## config.mk

```make
export PLATFORM = sky130hd
export DESIGN_NAME = flit_stream_sink
export DESIGN_NICKNAME = d
export VERILOG_FILES = /design/src/rtl/flit_stream_sink.sv
export SDC_FILE = /design/constraint.sdc
export NUM_CORES = 1
export LEC_CHECK = 0
export CELL_PAD_IN_SITES_DETAIL_PLACEMENT = 0
export CELL_PAD_IN_SITES_GLOBAL_PLACEMENT = 1
export CORE_ASPECT_RATIO = 0.9
export CORE_MARGIN = 4
export CORE_UTILIZATION = 35
export CTS_CLUSTER_DIAMETER = 150
export DETAILED_ROUTE_END_ITERATION = 6
export PLACE_DENSITY_LB_ADDON = 0.1
export SYNTH_ARGS = -nofsm -noshare
export SYNTH_HDL_FRONTEND = slang
export SYNTH_SLANG_ARGS = --single-unit
```

## constraint.sdc

```tcl
create_clock -name clk -period 6.9 [get_ports clk]
set_input_delay 1.725 -clock clk [delete_from_list [all_inputs] [get_ports clk]]
set_output_delay 1.725 -clock clk [all_outputs]
set_load 0.02 [all_outputs]
```

## src/rtl/flit_stream_sink.sv

```systemverilog
// flit_stream_sink: terminates one NoC output channel.
// Accepts flits on a valid/ready handshake, reports throughput once per
// 2^WINDOW_LOG2-cycle window, keeps a wrapping 32-bit flit total, counts
// out-of-order sequence fields (saturating) and holds the last payload.
// Optional feature macro: SINK_RAND_STALL_EN -- when defined, an 8-bit
// Galois LFSR (x^8+x^6+x^5+x^4+1, seed 8'hA5) throttles in_ready against
// STALL_THRESH. When undefined, no LFSR exists and in_ready is held at 1
// from the first edge after reset.
module flit_stream_sink #(
  parameter int WIDTH        = 8,
  parameter int WINDOW_LOG2  = 10,
  parameter int CNT_W        = 26,
  parameter int SEQ_W        = 4,
  parameter int STALL_THRESH = 50
) (
  input  logic             clk,
  input  logic             reset,
  input  logic             in_valid,
  input  logic [WIDTH-1:0] in_data,
  output logic             in_ready,
  output logic [CNT_W-1:0] throughput,
  output logic             throughput_valid,
  output logic [31:0]      total_flits,
  output logic [15:0]      seq_errors,
  output logic [WIDTH-1:0] last_flit
);

  // Parameter legality is checked at elaboration so a bad configuration
  // never reaches synthesis silently.
  if (CNT_W < WINDOW_LOG2 + 1) begin : g_bad_cnt_w
    $error("flit_stream_sink: CNT_W must be at least WINDOW_LOG2+1");
  end
  if (SEQ_W > WIDTH) begin : g_bad_seq_w
    $error("flit_stream_sink: SEQ_W must not exceed WIDTH");
  end
  if ((STALL_THRESH < 0) || (STALL_THRESH > 255)) begin : g_bad_thresh
    $error("flit_stream_sink: STALL_THRESH must be within 0..255");
  end

  localparam logic [WINDOW_LOG2-1:0] WIN_ONE = WINDOW_LOG2'(1);
  localparam logic [SEQ_W-1:0]       SEQ_ONE = SEQ_W'(1);
  localparam logic [15:0]            ERR_MAX = 16'hFFFF;

  // State registers and their next-state values.
  logic                   in_ready_q,   in_ready_d;
  logic [WINDOW_LOG2-1:0] win_cnt_q,    win_cnt_d;
  logic [CNT_W-1:0]       running_q,    running_d;
  logic [CNT_W-1:0]       throughput_q, throughput_d;
  logic                   tp_valid_q,   tp_valid_d;
  logic [31:0]            total_q,      total_d;
  logic [15:0]            seq_err_q,    seq_err_d;
  logic [SEQ_W-1:0]       exp_seq_q,    exp_seq_d;
  logic [WIDTH-1:0]       last_q,       last_d;

  logic                   accept_s;
  logic [CNT_W-1:0]       accept_ext_s;
  logic [SEQ_W-1:0]       seq_s;

  // Handshake decode: a flit transfers on this edge when valid meets the
  // registered ready; the sequence field sits in the low payload bits.
  always_comb begin
    accept_s     = in_valid && in_ready_q;
    accept_ext_s = CNT_W'(accept_s);
    seq_s        = in_data[SEQ_W-1:0];
  end

  // Throughput window: the accept landing on the last window cycle is
  // folded into the reported value so no accept is lost or counted twice.
  always_comb begin
    win_cnt_d    = win_cnt_q + WIN_ONE;
    throughput_d = throughput_q;
    running_d    = running_q;
    tp_valid_d   = 1'b0;
    if (&win_cnt_q) begin
      throughput_d = running_q + accept_ext_s;
      tp_valid_d   = 1'b1;
      running_d    = {CNT_W{1'b0}};
    end else begin
      running_d    = running_q + accept_ext_s;
      tp_valid_d   = 1'b0;
    end
  end

  // Per-accept bookkeeping: total, last payload and the sequence check.
  // A mismatch resyncs the expected value to the received one so a single
  // gap is reported once, not on every following flit.
  always_comb begin
    total_d   = total_q;
    seq_err_d = seq_err_q;
    exp_seq_d = exp_seq_q;
    last_d    = last_q;
    if (accept_s) begin
      total_d   = total_q + 32'd1;
      last_d    = in_data;
      exp_seq_d = seq_s + SEQ_ONE;
      if ((seq_s != exp_seq_q) && (seq_err_q != ERR_MAX)) begin
        seq_err_d = seq_err_q + 16'd1;
      end else begin
        seq_err_d = seq_err_q;
      end
    end else begin
      total_d   = total_q;
    end
  end

`ifdef SINK_RAND_STALL_EN
  localparam logic [7:0] LFSR_SEED  = 8'hA5;
  localparam logic [7:0] LFSR_TAPS  = 8'hB8;
  localparam logic [7:0] THRESH_VAL = 8'(STALL_THRESH);

  logic [7:0] lfsr_q, lfsr_d;

  // Right-shifting Galois LFSR; ready is granted when the current state
  // lies above the threshold, giving a deterministic 255-cycle pattern.
  always_comb begin
    if (lfsr_q[0]) begin
      lfsr_d = {1'b0, lfsr_q[7:1]} ^ LFSR_TAPS;
    end else begin
      lfsr_d = {1'b0, lfsr_q[7:1]};
    end
    in_ready_d = (lfsr_q > THRESH_VAL);
  end

  // LFSR state register, reseeded on reset.
  always_ff @(posedge clk or posedge reset) begin
    if (reset) begin
      lfsr_q <= LFSR_SEED;
    end else begin
      lfsr_q <= lfsr_d;
    end
  end
`else
  // Without the stall generator the sink is always willing once out of reset.
  always_comb begin
    in_ready_d = 1'b1;
  end
`endif

  // Main state register; reset discards any partial window.
  always_ff @(posedge clk or posedge reset) begin
    if (reset) begin
      in_ready_q   <= 1'b0;
      win_cnt_q    <= {WINDOW_LOG2{1'b0}};
      running_q    <= {CNT_W{1'b0}};
      throughput_q <= {CNT_W{1'b0}};
      tp_valid_q   <= 1'b0;
      total_q      <= 32'd0;
      seq_err_q    <= 16'd0;
      exp_seq_q    <= {SEQ_W{1'b0}};
      last_q       <= {WIDTH{1'b0}};
    end else begin
      in_ready_q   <= in_ready_d;
      win_cnt_q    <= win_cnt_d;
      running_q    <= running_d;
      throughput_q <= throughput_d;
      tp_valid_q   <= tp_valid_d;
      total_q      <= total_d;
      seq_err_q    <= seq_err_d;
      exp_seq_q    <= exp_seq_d;
      last_q       <= last_d;
    end
  end

  // All outputs come straight from flops.
  always_comb begin
    in_ready         = in_ready_q;
    throughput       = throughput_q;
    throughput_valid = tp_valid_q;
    total_flits      = total_q;
    seq_errors       = seq_err_q;
    last_flit        = last_q;
  end

endmodule

```

* Word level (Yosys, flattened, before mapping)
Cells that the tools add are included.
** Operators by class
- Add/sub/neg operators :: 5
- $mul :: 0
- Divide/modulo/power cells :: 0
- Order comparisons :: 0
- Eq/ne operators :: 2
- Shift operators :: 0
- Muxes and demuxes :: 2
- Bitwise logic cells :: 0
- Reductions and logical operators :: 4
** Operators by type and width (count)
- $add 32x1->32 const B :: 1
- $add 26x1->26 :: 1
- $mux 26 :: 1
- $add 16x1->16 const B :: 1
- $ne 16x16->1 const B :: 1
- $add 10x1->10 const B :: 1
- $reduce_and 10->1 :: 1
- $add 4x1->4 const B :: 1
- $ne 4x4->1 :: 1
- $logic_and 1x1->1 :: 2
- $reduce_and 2->1 :: 1
- $mux 1 :: 1
** Word-level totals
- Bits in registers :: 124
- Latch bits :: 0
- Memory bits (writable) :: 0
- Memory bits (read-only) :: 0
- Memories :: 0

* Longest topological paths before layout
- Depth in word-level cells :: 3
- Mapped depth :: 9
- Mapped depth without buffers :: 8

* Least setup slack after synthesis
Ideal clock, no wire load.
- Path kind :: input -> register
- Start point :: input port in_valid
- End point :: register throughput_q[24] (netlist: throughput[24])
- Arrival :: 3893 ps
- Required time :: 6818 ps
- Setup slack :: 2925 ps
- Stages :: 9
- Path buffers :: 1
- Cell sequence :: nand2_1 inv_1 ha_1 ha_1 nand3_1 or3_1 clkbuf_1 or4_1 a31oi_1
** Between the ends
- Longest elaborated chain between the ends :: 2
** RTL lines
- start: declaration :: RTL line 18 : input logic in_valid,
- $logic_and 1x1->1 :: RTL line 62 : accept_s = in_valid && in_ready_q;
- net accept_s :: RTL line 55 : logic accept_s;
- $add 26x1->26 :: RTL line 75 : throughput_d = running_q + accept_ext_s;
- end signal: assignment :: RTL line 145 : throughput_q <= {CNT_W{1'b0}};
- end signal: assignment :: RTL line 155 : throughput_q <= throughput_d;
- end: declaration :: RTL line 48 : logic [CNT_W-1:0] throughput_q, throughput_d;
The timed path passes the listed nets, and every way through them passes these cells.
A chain may end at the register's enable or synchronous reset.

* Worst setup path after layout
- Start point :: input port in_valid
- End point :: register throughput_q[22] (netlist: throughput[22])
Same word-level chain as after synthesis.

==> results.sh <==
export IMPL_power_frac_clock_pct=40.8
export IMPL_endpoint_kind="register"
export IMPL_finalHoldViolCount=0
export IMPL_tightestPinTransition_ns=1.05
export IMPL_syn_to_final_growth_pct=30.5
export IMPL_ioPinCount=95
export IMPL_antenna_left=0
export IMPL_initial_core_util_pct=35.7
export IMPL_hpwlAfterDp_um=8310
export IMPL_synth_edff_count=0
export IMPL_cts_max_path_buffers=2
export IMPL_slew_headroom_pct=30.1
export IMPL_combPwrFrac_pct=14.0
export IMPL_die_area_um2=17800
export IMPL_peakVddDrop_uv=163
export IMPL_synthArstFlopShare_pct=100
export IMPL_cts_tree="yes"
export IMPL_status="finished clean"
export IMPL_rows=43
export IMPL_fmax_mhz=208
export IMPL_port_buffers=94
export IMPL_n_antenna_cell=0
export IMPL_p_leak_nw=2.92
export IMPL_p_int_w=0.00141
export IMPL_p_sw_share_pct=26.2
export IMPL_clk_pin_slew_worst_paths_ns=0.05
export IMPL_clock_root_buffer="clkbuf_16"
export IMPL_p_sw_w=0.000498
export IMPL_postCtsSetupBuffers=0
export IMPL_yosys_register_bits=124
export IMPL_die_h_um=127
export IMPL_start_kind="primary input"
export IMPL_dr_first_iter_drc_count=199
export IMPL_fin_area_um2=7180
export IMPL_hold_path_class="reg -> reg"
export IMPL_ctsResizeCount=0
export IMPL_antenna_found_initial=0
export IMPL_dieWidth_um=140
export IMPL_required_ns=7.23
export IMPL_synth_top_cell_by_area="dfrtp_1"
export IMPL_grt_max_degree=85
export IMPL_nNetsFinal=621
export IMPL_fin_crit_sh_pct=69.7
export IMPL_cp_arrival_ns=5.13
export IMPL_setup_violations=0
export IMPL_overflow=0
export IMPL_maxCapViolCount=0
export IMPL_syn_inst=503
export IMPL_cts_hold_buf=0
export IMPL_rsz0062_at_grt="false"
export IMPL_yosysSeqAreaShare_pct=56.4
export IMPL_crit_type="in -> reg"
export IMPL_synthesis_area_um2=5500
export IMPL_routed_wl_um=12200
export IMPL_fill_cells=1463
export IMPL_synthFlopType="dfrtp_1"
export IMPL_place_congestion=0.751
export IMPL_p_per_area_nw_per_um2=265
export IMPL_drt_first_pass_iters=4
export IMPL_htreeDepth=4
export IMPL_yosysTopAreaCellShare_pct=56.4
export IMPL_via_count=4120
export IMPL_cts_buffers=17
export IMPL_yosysWarnings=0
export IMPL_final_max_slew_violation_count=0
export IMPL_avgSynthCellArea_um2=10.9
export IMPL_cp_max_fo=16
export IMPL_ys_top_cells_by_area="dfrtp_1 (56%), xnor2_1 (7.0%), xor2_1 (4.3%)"
export IMPL_clock_skew_ns=0.00578
export IMPL_ys_types=36
export IMPL_wl_per_cell_um=14.9
export IMPL_cts_sinks=124
export IMPL_grt_pass1_vias=3996
export IMPL_track_usage_pct=14.1
export IMPL_seqPwrFrac_pct=45.3
export IMPL_design_core_area_um2=15400
export IMPL_synth_fp_nets=520
export IMPL_tns_ns=0
export IMPL_place_area_um2=6670
export IMPL_period_needed_ns=4.81
export IMPL_grt_pass1_wl_um=20300
export IMPL_remaining_drc_errors=0
export IMPL_vias_per_cell=5.05
export IMPL_clk_latency_ns=0.41
export IMPL_drive_above_1_share_pct=8.63
[state kept, by name (all words and copies together), names as in the netlist]
name / cells
throughput: 26
total_flits: 32
in_ready: 1
running_q: 26
seq_errors: 16
win_cnt_q: 10
throughput_valid: 1
last_flit: 8
exp_seq_q: 4
[cells in the mapped netlist (4+ instances only)]
library cell,n
a21oi_1,24
mux2_2,16
a31oi_1,8
clkbuf_1,12
ha_1,6
nor3_1,9
and4_1,7
dfrtp_1,124
or4_1,9
o21ai_0,6
xor2_1,27
nor4_1,17
nand4_1,20
and2_1,6
inv_1,9
and3_1,4
nand2_1,32
nor2_1,47
xnor2_1,44
o31ai_1,8
or3_1,6
nand3_1,41
[power by group through the flow]
stage	clock network [W]	logic (W)	registers (W)
finish	0.000776	0.000266	0.000861
global route	0.000840	0.000291	0.000874
CTS	0.000803	0.000271	0.000861
detailed placement	0	0.000270	0.000874
global placement	0	0.000269	0.000871
floorplan	0	0.000105	0.000906
[layout make-up]
cell class / count / area, um^2 / area share (%)
clock inverter: 2 / 10.0 / 0.139
timing repair buffer: 98 / 971 / 13.5
multi-input combinational: 353 / 2300 / 32.0
inverter: 10 / 40.0 / 0.558
clock buffer: 27 / 503 / 7.01
tap: 202 / 253 / 3.52
sequential: 124 / 3100 / 43.2
[cells by family after synthesis]
logic type / share of synthesized area (%)
adder cells (fa/ha/maj): 1.37
AO/OA/AOI/OAI: 5.19
flip-flops: 56.4
other: 0.0682
buffers and inverters: 1.91
XOR/XNOR: 11.3
AND/OR/NAND/NOR: 20.5
multiplexers: 3.28
[worst max-delay path, cell delays in order]
cell	delay (ns)
clkdlybuf4s50_1	0.53
nand2_1	0.36
inv_1	0.32
ha_1	0.36
ha_1	0.29
nand3_1	0.20
or3_1	0.57
or4_1	0.58
a31oi_1	0.19
[path summary, 6_finish.rpt]
check                        startpoint             end  slack, ns  cells after the start
min reg2reg                win_cnt_q[0]    win_cnt_q[0]       0.45                      1
max reg2reg                    in_ready  throughput[22]       3.54                      8
min                        win_cnt_q[0]    win_cnt_q[0]       0.45                      1
max                            in_valid  throughput[22]       2.09                      9
max in group asynchronous         reset   throughput[6]       3.84                      3
min in group asynchronous         reset   seq_errors[5]       1.94                      2
[stage by stage]
step	hold WS [ns]	instances	setup slack [ns]	power, W	util, %
6_report	0.450	816	2.09	0.00190	46.6
5_1_grt	0.479	816	1.79	0.00200	46.6
4_1_cts	0.453	816	2.05	0.00194	46.6
3_5_place_dp	0.446	787	1.63	0.00114	43.3
3_3_place_gp	0.435	787	1.72	0.00114	43.3
2_1_floorplan	0.421	503	1.88	0.00101	-
[cells in the final DEF (no fill, tap or decap), types with 20 or more instances in the layout]
cell type	netlist	layout
xor2_1	27	27
nor2_1	47	47
nand3_1	41	41
nand2_1	32	32
dfrtp_1	124	124
clkdlybuf4s50_1	0	94
xnor2_1	44	44
a21oi_1	24	24
nand4_1	20	20
[metal layers]
metal	track usage, %	routed length [um]	up-vias
met3	4.71	648	17
li1	-	-	1992
met2	21.8	5700	97
met1	18.8	5690	2014
met5	0	0	-
met4	4.84	126	0
Note: power is estimated with default switching activity, not from simulation.
